`src/rtl/dot_matrix_pkg.sv`:
```
// dot_matrix_pkg: state encoding and index-width helper shared by the dot-matrix scanner files.
package dot_matrix_pkg;
    typedef enum logic [1:0] {ST_IDLE, ST_BLANK, ST_SHOW} state_t;
    function automatic int rw_of(input int n);
        return ($clog2(n) > 1) ? $clog2(n) : 1;
    endfunction
endpackage

```
`src/rtl/dot_frame_buffer.sv`:
```
// dot_frame_buffer: two banks of row bitmaps; writes go to the back bank, reads come from the bank
// that will be displayed after this edge (including a same-cycle write into a bank being swapped in).
module dot_frame_buffer
    import dot_matrix_pkg::*;
#(
    parameter int ROWS = 8,
    parameter int COLS = 8,
    parameter int RW   = rw_of(ROWS)
) (
    input  logic            clock,
    input  logic            reset,
    input  logic            wr_en,
    input  logic [RW-1:0]   wr_row,
    input  logic [COLS-1:0] wr_data,
    input  logic            swap,
    input  logic [RW-1:0]   rd_row,
    output logic [COLS-1:0] rd_data
);
    logic [COLS-1:0] bank [2][ROWS];
    logic front;
    logic wr_ok;
    assign wr_ok = wr_en && (int'(wr_row) < ROWS);
    always_ff @(posedge clock) begin
        if (reset) begin
            front <= 1'b0;
            for (int r = 0; r < ROWS; r++) begin
                bank[0][r] <= '0;
                bank[1][r] <= '0;
            end
        end else begin
            if (wr_ok) bank[!front][wr_row] <= wr_data;
            if (swap) front <= !front;
        end
    end
    always_comb rd_data = (wr_ok && swap && wr_row == rd_row) ? wr_data : bank[front ^ swap][rd_row];
endmodule

```
`src/rtl/dot_matrix_scanner.sv`:
```
// dot_matrix_scanner: row-scan LED matrix driver; each row slot is BLANK off-cycles then SHOW cycles,
// and back-buffer swaps are deferred to the last cycle of a frame (or taken at once when idle).
module dot_matrix_scanner
    import dot_matrix_pkg::*;
#(
    parameter int ROWS           = 8,
    parameter int COLS           = 8,
    parameter int SCAN_DIV       = 10,
    parameter int BLANK          = 1,
    parameter int ROW_ACTIVE_LOW = 1
) (
    input  logic                      clock,
    input  logic                      reset,
    input  logic                      enable,
    input  logic                      wr_en,
    input  logic [rw_of(ROWS)-1:0]    wr_row,
    input  logic [COLS-1:0]           wr_data,
    input  logic                      swap_req,
    output logic                      swap_ack,
    output logic                      frame_start,
    output logic [ROWS-1:0]           dot_row,
    output logic [COLS-1:0]           dot_col
);
    localparam int RW = rw_of(ROWS);
    localparam int DW = rw_of(SCAN_DIV);
    localparam logic [RW-1:0]   ROW_LAST = RW'(ROWS - 1);
    localparam logic [DW-1:0]   DIV_LAST = DW'(SCAN_DIV - 1);
    localparam logic [ROWS-1:0] ROW_OFF  = {ROWS{ROW_ACTIVE_LOW != 0}};
    localparam logic [ROWS-1:0] ROW_TOP  = {1'b1, {(ROWS-1){1'b0}}};

    state_t          state, state_n;
    logic [RW-1:0]   row, row_n;
    logic [DW-1:0]   div, div_n;
    logic            pending, swap, slot_end, frame_n;
    logic [COLS-1:0] rd_col;

    dot_frame_buffer #(.ROWS(ROWS), .COLS(COLS), .RW(RW)) u_fb (
        .clock   (clock),
        .reset   (reset),
        .wr_en   (wr_en),
        .wr_row  (wr_row),
        .wr_data (wr_data),
        .swap    (swap),
        .rd_row  (row_n),
        .rd_data (rd_col)
    );

    // Outputs are registered from next-state values so they line up with the counters.
    always_comb begin
        slot_end = div == DIV_LAST;
        div_n    = (enable && state != ST_IDLE && !slot_end) ? div + 1'b1 : '0;
        row_n    = (!enable || state == ST_IDLE) ? '0 : !slot_end ? row : (row == ROW_LAST) ? '0 : row + 1'b1;
        state_n  = !enable ? ST_IDLE : (int'(div_n) < BLANK) ? ST_BLANK : ST_SHOW;
        frame_n  = enable && div_n == '0 && row_n == '0;
        swap     = (pending || swap_req) && (state == ST_IDLE || (row == ROW_LAST && slot_end));
    end

    always_ff @(posedge clock) begin
        if (reset) begin
            state       <= ST_IDLE;
            row         <= '0;
            div         <= '0;
            pending     <= 1'b0;
            swap_ack    <= 1'b0;
            frame_start <= 1'b0;
            dot_row     <= ROW_OFF;
            dot_col     <= '0;
        end else begin
            state       <= state_n;
            row         <= row_n;
            div         <= div_n;
            pending     <= (pending || swap_req) && !swap;
            swap_ack    <= swap;
            frame_start <= frame_n;
            dot_row     <= (state_n == ST_SHOW) ? ROW_OFF ^ (ROW_TOP >> row_n) : ROW_OFF;
            dot_col     <= (state_n == ST_SHOW) ? rd_col : '0;
        end
    end
endmodule

```
`config.mk`:
```
export PLATFORM = sky130hd
export DESIGN_NAME = dot_matrix_scanner
export DESIGN_NICKNAME = d
export VERILOG_FILES = /design/src/rtl/dot_matrix_pkg.sv /design/src/rtl/dot_frame_buffer.sv /design/src/rtl/dot_matrix_scanner.sv
export SDC_FILE = /design/constraint.sdc
export NUM_CORES = 1
export LEC_CHECK = 0
export ABC_AREA = 1
export CAP_MARGIN = 15
export CORE_MARGIN = 2
export CORE_UTILIZATION = 45
export CTS_BUF_LIST = sky130_fd_sc_hd__clkbuf_8
export CTS_CLUSTER_SIZE = 16
export DETAILED_ROUTE_END_ITERATION = 16
export DONT_BUFFER_PORTS = 1
export GPL_TIMING_DRIVEN = 0
export HOLD_SLACK_MARGIN = 0.05
export PLACE_DENSITY = 0.63
export SLEW_MARGIN = 20
export SYNTH_ARGS = -nofsm -noshare
export SYNTH_HDL_FRONTEND = slang
export SYNTH_SLANG_ARGS = --single-unit
```
`constraint.sdc`:
```
create_clock -name clock -period 1.95 [get_ports clock]
set_input_delay 0 -clock clock [delete_from_list [all_inputs] [get_ports clock]]
set_output_delay 0 -clock clock [all_outputs]
set_load 0.02 [all_outputs]
```
Yosys cells after proc, flatten, opt, wreduce, memory -nomap -nowiden
Memories as Yosys holds them, arrays and structs flattened.
Cells that the tools add are included.
{ "totals": {"regBits": 29, "ram_bits": 128, "in_bits": 16, "wordCells": 69, "memories": 1} }
{ "classes": {"addsub": 2, "magnitude_cmp": 4, "n_eq_ne": 4, "shift": 1, "n_mux": 20, "n_bitwise": 5, "n_reduce_logical": 23} }
{ "memory_table": {"columns": ["name", "words", "word_bits", "read_ports", "rd_ports_with_merged_regs", "write_ports", "line", "rtl"], "rows": [
  ["u_fb.bank", 2, 64, 1, 0, 2, "dot_frame_buffer.sv:19", "logic [COLS-1:0] bank [2][ROWS];"]
]} }
{ "ops": {"columns": ["operator", "n"], "rows": [
  ["64-bit 2-to-1 mux", 3],
  ["64-bit OR reduction", 1],
  ["8-bit 2-to-1 mux", 4],
  ["8-bit binary-select mux with 3-bit select", 1],
  ["8-bit demux with 3-bit select", 1],
  ["1-bit logical AND", 10],
  ["3-bit 2-to-1 mux", 3],
  ["4-bit greater-or-equal comparator, second input constant", 2],
  ["4-bit by 1-bit less-than comparator with 1-bit output, second input constant", 2],
  ["3-bit NOT with 4-bit output", 2],
  ["8-bit NOT", 1],
  ["8-bit by 3-bit right shift with 8-bit output, first input constant", 1],
  ["1-bit 2-to-1 mux", 5],
  ["4-bit by 1-bit adder with 4-bit output, second input constant", 1],
  ["4-bit == test, second input constant", 1],
  ["1-bit zero test", 4],
  ["4-bit zero test", 1],
  ["2-bit 2-to-1 mux", 2],
  ["4-bit 2-to-1 mux", 1],
  ["3-bit by 1-bit adder with 3-bit output, second input constant", 1],
  ["3-bit == test", 1],
  ["3-bit == test, second input constant", 1],
  ["3-bit zero test", 1],
  ["1-bit logical OR", 3],
  ["6 further kinds", 6]
]} }

Depth between registers and ports, before layout
Gate-level depths: netlist of run 1.
{ "depth": {"depth_word": 10, "mapped_depth": 17, "mapped_depth_nobuf": 17} }

Hierarchy
From an unflattened synthesis of run 1, not the netlist that was laid out.
{ "unflattened": {"cells_unflattened": 893, "area_unflattened_um2": 7654.8} }
{ "modules_own_cells": {"columns": ["module", "n_inst", "cells_per_inst", "area_per_inst_um2"], "rows": [
  ["dot_frame_buffer", 1, 761, 6523.8],
  ["dot_matrix_scanner", 1, 132, 1131.1]
]} }

Worst setup path before layout of run 1
OpenSTA, ideal clock, no wires.
{ "synth_path": {"path_type": "reg2reg", "startpoint": "register row[0]", "endpoint": "register dot_col[2]", "arrival_time_ns": 1.762, "path_slack_ns": 0.077, "path_stages_with_launch": 16, "path_buffers": 1, "synth_period_minus_slack_ns": 1.873, "path_cell_list": "dfxtp_1 ha_1 ha_1 inv_1 nand2_1 nand2_1 nand3_4 nand2_1 buf_2 nor2_1 nor2_1 nand2_1 nand3_1 nand3_1 nand2_1 inv_1"} }
{ "synth_between": {"elab_chain_cells": 10, "elab_cells_between_ends": 18, "cone_classes": "1 x add/sub; 2 x eq/ne; 7 x mux; 2 x bitwise; 5 x reduce/logical; 1 x memory"} }
{ "synth_rtl": {"columns": ["item", "line", "rtl"], "rows": [
  ["start: declaration", "dot_matrix_scanner.sv:32", "logic [RW-1:0] row, row_n;"],
  ["start signal: assignment", "dot_matrix_scanner.sv:70", "row <= row_n;"],
  ["parallel branches: the longest is 9 deep, another holds 3-bit by 1-bit adder with 3-bit output", null, null],
  ["8-bit 2-to-1 mux *", "dot_frame_buffer.sv:35", "always_comb rd_data = (wr_ok && swap && wr_row == rd_row) ? wr_data : bank[front ^ swap][rd_row];"],
  ["end signal: assignment", "dot_matrix_scanner.sv:76", "dot_col <= (state_n == ST_SHOW) ? rd_col : '0;"],
  ["end: declaration", "dot_matrix_scanner.sv:22", "output logic [COLS-1:0] dot_col"]
]} }
Every way passes the cells marked *. The select of a mux whose other input is x is not followed.
A chain may end at the register's enable or synchronous reset.

Worst setup path after layout of run 1
{ "layout_path": {"startpoint": "register row[1]", "endpoint": "register dot_col[3]"} }
Same word-level chain as after synthesis.

==> results.yml, run 1 <==
run_status:
  status: "finished, violations left"
  violations: "setup timing"
floorplanning:
  floorplan.initialDensity: 0.4556
  core_area_um2: 15710
  row_count: 46
  die_w_um: 130.1
  dieArea_um2: 16940
  num_io_pins: 34
  die_height_um: 130.1
power:
  static-leakage-power_uw: 0.003977
  ir_worst_vdd_mv: 0.4757
  power_density_nw_per_um2: 786.3
sta:
  fin_worst_skew_ns: 0.01398
  period_minus_slack_ns: 2.150
  fmaxAchievable_mhz: 465.2
  timing.slew.headroom: 0.4187
  grt_setup_unrepaired: "yes"
  final_cycle_utilization_of_the_critical_path: 1.102
  worstMarginPinSlew_ns: 0.8720
  final.hold.worst_slack_ns: 0.09548
  final_hold_viol_count: 0
  final-max-slew-violation-count: 0
  setup_viol: 10
  setup_slack_ns: -0.1997
grt:
  grt.overflow.total: 0
  gr-usage-all-layers: 0.2532
  grt_antenna_before_repair: 0
  grt_max_degree: 17
  first_global_vias: 5177
  grt_first_pass_wirelength_mm: 30.44
place:
  place_worst_setup_slack_ns: -0.5484
  globalplace.congestion: 0.8828
  detailed_place.area_um2: 7430
  place_inst: 1025
  hpwlAfterDp_mm: 13.12
  place.port_buffers: 0
worst_setup_path:
  reg2reg_slack_ns: -0.20
  critical_path.max_fanout: 5
  rr_endpoint: "dot_col[3]"
  endpoint_class_of_the_critical_path: "register"
  required_ns: 2.33
  crit_type: "register to register"
  worst_setup_path_start_kind: "register"
  critPathArrivalTime_ns: 2.53
  worst_r2r_path_depth: 16
  timing.rr.start: "row[1]"
yosys:
  post_synth_inst_count: 809
  synth_sequential_area_ratio: 0.6180
  ys_warn_count: 0
  yosys_register_bits: 157
  yosys.cell_types.count: 27
  synthesis.area_um2: 7159
  synth_area_per_cell_um2: 8.850
  postSynthNetCount: 829
cts:
  worst_setup_hold_path_clk_slew_ns: 0.08
  clock_path_buffers: 2
  clock_tree.htree_level_count: 4
  insertion_delay_ns: 0.48
  clock_tree_from_tritoncts: "built"
  tritoncts.num_buffers: 17
  cts.sinks: 157
  clock-root-buffer: "sky130_fd_sc_hd__clkbuf_8"
final_layout:
  instances_no_fill: 1108
  number_of_fill_cells: 1366
  register_area_um2: 4436
  stdcell_area_um2: 8979
  diodes: 0
  layout-drive-gt1-share: 0.2040
  final_nets: 899
  multi_input_comb_area_um2: 2656
  utilization: 0.5714
  area_growth_pct: 25.41
min_path:
  min-delay-path-class: "primary input to register"
  hold_start: "wr_row[2]"
  worst_hold_path.num_cells: 3
  worstHoldEndpoint: "u_fb.bank[0][57]"
drt:
  route.vias.total: 5815
  drtPass1Iterations: 5
  route.detailed.wl_per_inst_um: 19.23
  detailedRoute.firstIterationViolations: 803
  drt-vias-per-instance: 5.248
  wirelength_mm: 21.31
  drt_drc_violations_left: 0
  route.antenna.remaining_nets: 0
flow_run:
  maxCapViolations: 0
[cell usage in the layout (no fill, tap or decap), drive strengths merged, types with 2 or more instances in the layout]
| cell type | instances |
|---|---|
| buf | 42 |
| xor2 | 4 |
| dfxtp | 29 |
| dlygate4sd3 | 18 |
| ha | 4 |
| nor2 | 204 |
| clkbuf | 32 |
| nand2 | 196 |
| nor3 | 2 |
| bufinv | 5 |
| inv | 111 |
| nand3 | 94 |
| clkinv | 8 |
| edfxtp | 128 |
| o21ai | 7 |
[final cells by class]
class                      count  area share
clock buffer                  18     0.02759
tap                          216     0.03010
timing repair buffer          52     0.06201
clock inverter                14     0.02202
multi-input combinational    517      0.2958
sequential                   157      0.4940
inverter                     111     0.04794
buffer                        23     0.02048
[worst max-delay path: stages (launching register included)]
cell and delay [ns]:
sky130_fd_sc_hd__dfxtp_4 0.37, sky130_fd_sc_hd__ha_4 0.16, sky130_fd_sc_hd__ha_4 0.17, sky130_fd_sc_hd__inv_4 0.06, sky130_fd_sc_hd__nand2_4 0.04, sky130_fd_sc_hd__nand2_4 0.07, sky130_fd_sc_hd__buf_4 0.13, sky130_fd_sc_hd__nand3_4 0.17
sky130_fd_sc_hd__clkbuf_16 0.22, sky130_fd_sc_hd__nand3_1 0.08, sky130_fd_sc_hd__nand2_1 0.07, sky130_fd_sc_hd__nor2_2 0.10, sky130_fd_sc_hd__nand2_1 0.08, sky130_fd_sc_hd__nand3_1 0.10, sky130_fd_sc_hd__nand3_1 0.10, sky130_fd_sc_hd__nand2_1 0.09
sky130_fd_sc_hd__inv_1 0.04
[state kept, by name, summed over array words and instances, names as in the netlist]
| signal | cells |
|---|---|
| u_fb.bank | 128 |
| pending | 1 |
| swap_ack | 1 |
| u_fb.front | 1 |
| state | 2 |
| div | 4 |
| dot_row | 8 |
| dot_col | 8 |
| frame_start | 1 |
| row | 3 |
[kinds of logic after synthesis]
logic type	synth area share
XOR/XNOR	0.007167
adder cells (fa/ha/maj)	0.006991
AO/OA/AOI/OAI	0.006991
buffers and inverters	0.07480
AND/OR/NAND/NOR	0.2861
flip-flops	0.6180
[per-layer routing]
metal  GRT usage  share of wire  vias to the layer above
met5           0              0                        -
met4      0.1082          0.039                        0
met3     0.05248          0.096                       64
met2      0.3924           0.46                      282
met1      0.3475           0.40                     2778
li1            -              -                     2691
[worst max-delay path by stage]
| stage | slack (ns) | end | cells after the start | start |
|---|---|---|---|---|
| 2_1_floorplan | 0.08 | dot_col[2] | 15 | row[0] |
| 3_3_place_gp | -0.54 | dot_col[2] | 15 | row[0] |
| 3_5_place_dp | -0.55 | dot_col[5] | 15 | row[0] |
| 4_1_cts | -0.15 | dot_col[3] | 19 | row[0] |
| 5_1_grt | -0.32 | dot_col[6] | 18 | row[1] |
| 6_report | -0.20 | dot_col[3] | 16 | row[1] |
[power breakdown]
group          internal (uW)  switching (uW)  total [uW]
registers               3740            66.0        3800
logic                    131             341         471
clock network           1540            1240        2790
[repair_timing]
item | 4_1_cts | 5_1_grt
endpoints found under the hold margin | 76 | 8
hold buffers | 15 | 3
setup buffers | 21 | 11
setup endpoints to repair | 97 | 120
resized for setup | 83 | 78
gates cloned | 2 | 2
pin swaps | 16 | 28
[per-stage QoR]
stage | TNS, ns | total power (uW)
6_report | -1.463 | 7060
5_1_grt | -2.554 | 7216
4_1_cts | -1.168 | 6985
3_5_place_dp | -8.865 | 4231
3_3_place_gp | -8.092 | 4227
2_1_floorplan | 0 | 4089
[synth_stat cells (all sizes together)]
cell type	number	area, um2
or2	1	6.260
nand4	1	6.260
o21ai	7	35.03
clkbuf	13	48.80
nor3	2	10.01
ha	4	50.05
nand3	93	483.0
clkinv	4	15.01
xnor2	1	8.760
dfxtp	29	580.6
o22ai	1	6.260
edfxtp	128	3844
buf	12	70.07
and2	1	6.260
nand2	196	745.7
inv	107	401.6
nor2	204	790.8
o2111ai	1	8.760
xor2	4	42.55
Note: power is estimated with default switching activity, not from simulation.
==> inputs of run 2 (changes only) <==
CTS_BUF_LIST = sky130_fd_sc_hd__clkbuf_16   (was sky130_fd_sc_hd__clkbuf_8)
==> run 2 against run 1 <==
  * The run still ends with setup timing left
  * Design area up 3.2%
  * First-iteration DRC count is 14% lower
  * Routed wire length grew 1.3%
  * Critical path depth decreased by 2
  * Sequential share of layout area is 1.5 points lower
  * Critical path type unchanged
  * Critical endpoint is now dot_col[6]
==> results.yml, run 2 (synthesized netlist as in run 1, its figures left out) <==
run_status:
  status: "finished, violations left"
  violations: "setup timing"
place:
  globalplace.congestion: 0.8828
  place_worst_setup_slack_ns: -0.5484
  hpwlAfterDp_mm: 13.12
  detailed_place.area_um2: 7430
  place.port_buffers: 0
grt:
  gr-usage-all-layers: 0.2609
  grt_antenna_before_repair: 0
  first_global_vias: 5404
  grt.overflow.total: 0
  grt_first_pass_wirelength_mm: 31.32
  grt_max_degree: 17
drt:
  route.antenna.remaining_nets: 0
  drt-vias-per-instance: 5.290
  route.vias.total: 5856
  route.detailed.wl_per_inst_um: 19.51
  drt_drc_violations_left: 0
  drtPass1Iterations: 6
  wirelength_mm: 21.59
  detailedRoute.firstIterationViolations: 694
sta:
  final_hold_viol_count: 0
  worstMarginPinSlew_ns: 0.8888
  setup_viol: 8
  setup_slack_ns: -0.1794
  grt_setup_unrepaired: "yes"
  final_cycle_utilization_of_the_critical_path: 1.092
  period_minus_slack_ns: 2.129
  fmaxAchievable_mhz: 469.6
  final.hold.worst_slack_ns: 0.08054
  final-max-slew-violation-count: 0
  timing.slew.headroom: 0.4075
  fin_worst_skew_ns: 0.009010
cts:
  insertion_delay_ns: 0.44
  worst_setup_hold_path_clk_slew_ns: 0.06
  tritoncts.num_buffers: 17
  clock_tree.htree_level_count: 4
  clock_path_buffers: 2
  cts.sinks: 157
  clock_tree_from_tritoncts: "built"
  clock-root-buffer: "sky130_fd_sc_hd__clkbuf_16"
power:
  ir_worst_vdd_mv: 0.6571
  static-leakage-power_uw: 0.004110
  power_density_nw_per_um2: 828.0
floorplanning:
  core_area_um2: 15710
  dieArea_um2: 16940
  row_count: 46
  num_io_pins: 34
  die_height_um: 130.1
  floorplan.initialDensity: 0.4556
  die_w_um: 130.1
final_layout:
  largest-register: "u_fb.bank"
  final_nets: 898
  layout-drive-gt1-share: 0.2222
  multi_input_comb_area_um2: 2740
  stdcell_area_um2: 9269
  registers_with_the_highest_flip_flop_counts: "u_fb.bank (128), dot_col (8), dot_row (8)"
  largest_register_ffs: 128
  area_growth_pct: 29.47
  layout.cells.most_common_list: "184 x sky130_fd_sc_hd__nor2_1, 158 x sky130_fd_sc_hd__nand2_1, 128 x sky130_fd_sc_hd__edfxtp_1"
  register_area_um2: 4436
  layout.cells.most_common: "sky130_fd_sc_hd__nor2_1"
  number_of_fill_cells: 1325
  diodes: 0
worst_setup_path:
  endpoint_class_of_the_critical_path: "register"
  required_ns: 2.29
  worst_setup_path_start_kind: "register"
  worst_r2r_path_depth: 14
  crit_type: "register to register"
  critPathArrivalTime_ns: 2.47
  critical_path.max_fanout: 10
flow_run:
  maxCapViolations: 0
min_path:
  worst_hold_path.num_cells: 3
  min-delay-path-class: "primary input to register"
## run 2: worst max-delay path, stage by stage (launching register included)
cell	delay, ns
sky130_fd_sc_hd__dfxtp_4	0.37
sky130_fd_sc_hd__ha_4	0.16
sky130_fd_sc_hd__buf_6	0.10
sky130_fd_sc_hd__nand3_4	0.10
sky130_fd_sc_hd__nand3_1	0.17
sky130_fd_sc_hd__nand2_4	0.16
sky130_fd_sc_hd__buf_6	0.20
sky130_fd_sc_hd__nand3_1	0.08
sky130_fd_sc_hd__nand2_1	0.08
sky130_fd_sc_hd__nor2_1	0.16
sky130_fd_sc_hd__nand2_1	0.13
sky130_fd_sc_hd__nand3_2	0.10
sky130_fd_sc_hd__nand3_2	0.07
sky130_fd_sc_hd__nand2_1	0.08
sky130_fd_sc_hd__inv_1	0.05
## run 2: final cells by class
| cell class | instances | share of cell area |
|---|---|---|
| multi-input cells | 517 | 0.2956 |
| clock inverters | 10 | 0.005535 |
| flip-flops and latches | 157 | 0.4785 |
| well taps | 216 | 0.02916 |
| repair buffers | 50 | 0.06102 |
| plain buffers | 24 | 0.02430 |
| inverters | 111 | 0.04644 |
| clock buffers | 22 | 0.05940 |
## run 2: path summary, 6_finish.rpt
path	from	endpoint	slack (ns)
worst min register to register	div[0]	div[0]	0.56
worst max register to register	div[0]	dot_col[6]	-0.18
worst max-delay path	div[0]	dot_col[6]	-0.18
worst min-delay path	wr_row[2]	u_fb.bank[0][32]	0.08
## run 2: per-stage QoR
stage / total power, uW / std cells / TNS (ns) / util
final: 7675 / 1107 / -1.256 / 0.5899
after global routing: 7834 / 1107 / -2.161 / 0.5899
after CTS: 7573 / 1097 / -0.9661 / 0.5687
after detailed placement: 4231 / 1025 / -8.865 / 0.4728
after global placement: 4227 / 1025 / -8.092 / 0.4728
after floorplan: 4089 / 809 / 0 / -
## run 2: power by group
part | leakage (uW) | total [uW] | internal, uW | switching, uW
registers | 0.00156 | 3810 | 3740 | 65.4
clock network | 0.000313 | 3360 | 1990 | 1370
logic | 0.00224 | 507 | 153 | 354
## run 2: repair_timing
action,CTS,global route
pin swaps,32,54
hold buffers,14,0
setup buffers,21,12
gates resized for setup,105,76
cloned,6,0
endpoints found under the hold margin,67,0
endpoints found under the setup margin,96,17
## run 2: metal layers
layer,global-route usage,wire (um),up-vias
met5,0,0,-
met4,0.09930,734,0
met3,0.06765,1900,58
met2,0.4204,10120,289
met1,0.3405,8834,2800
li1,-,-,2709
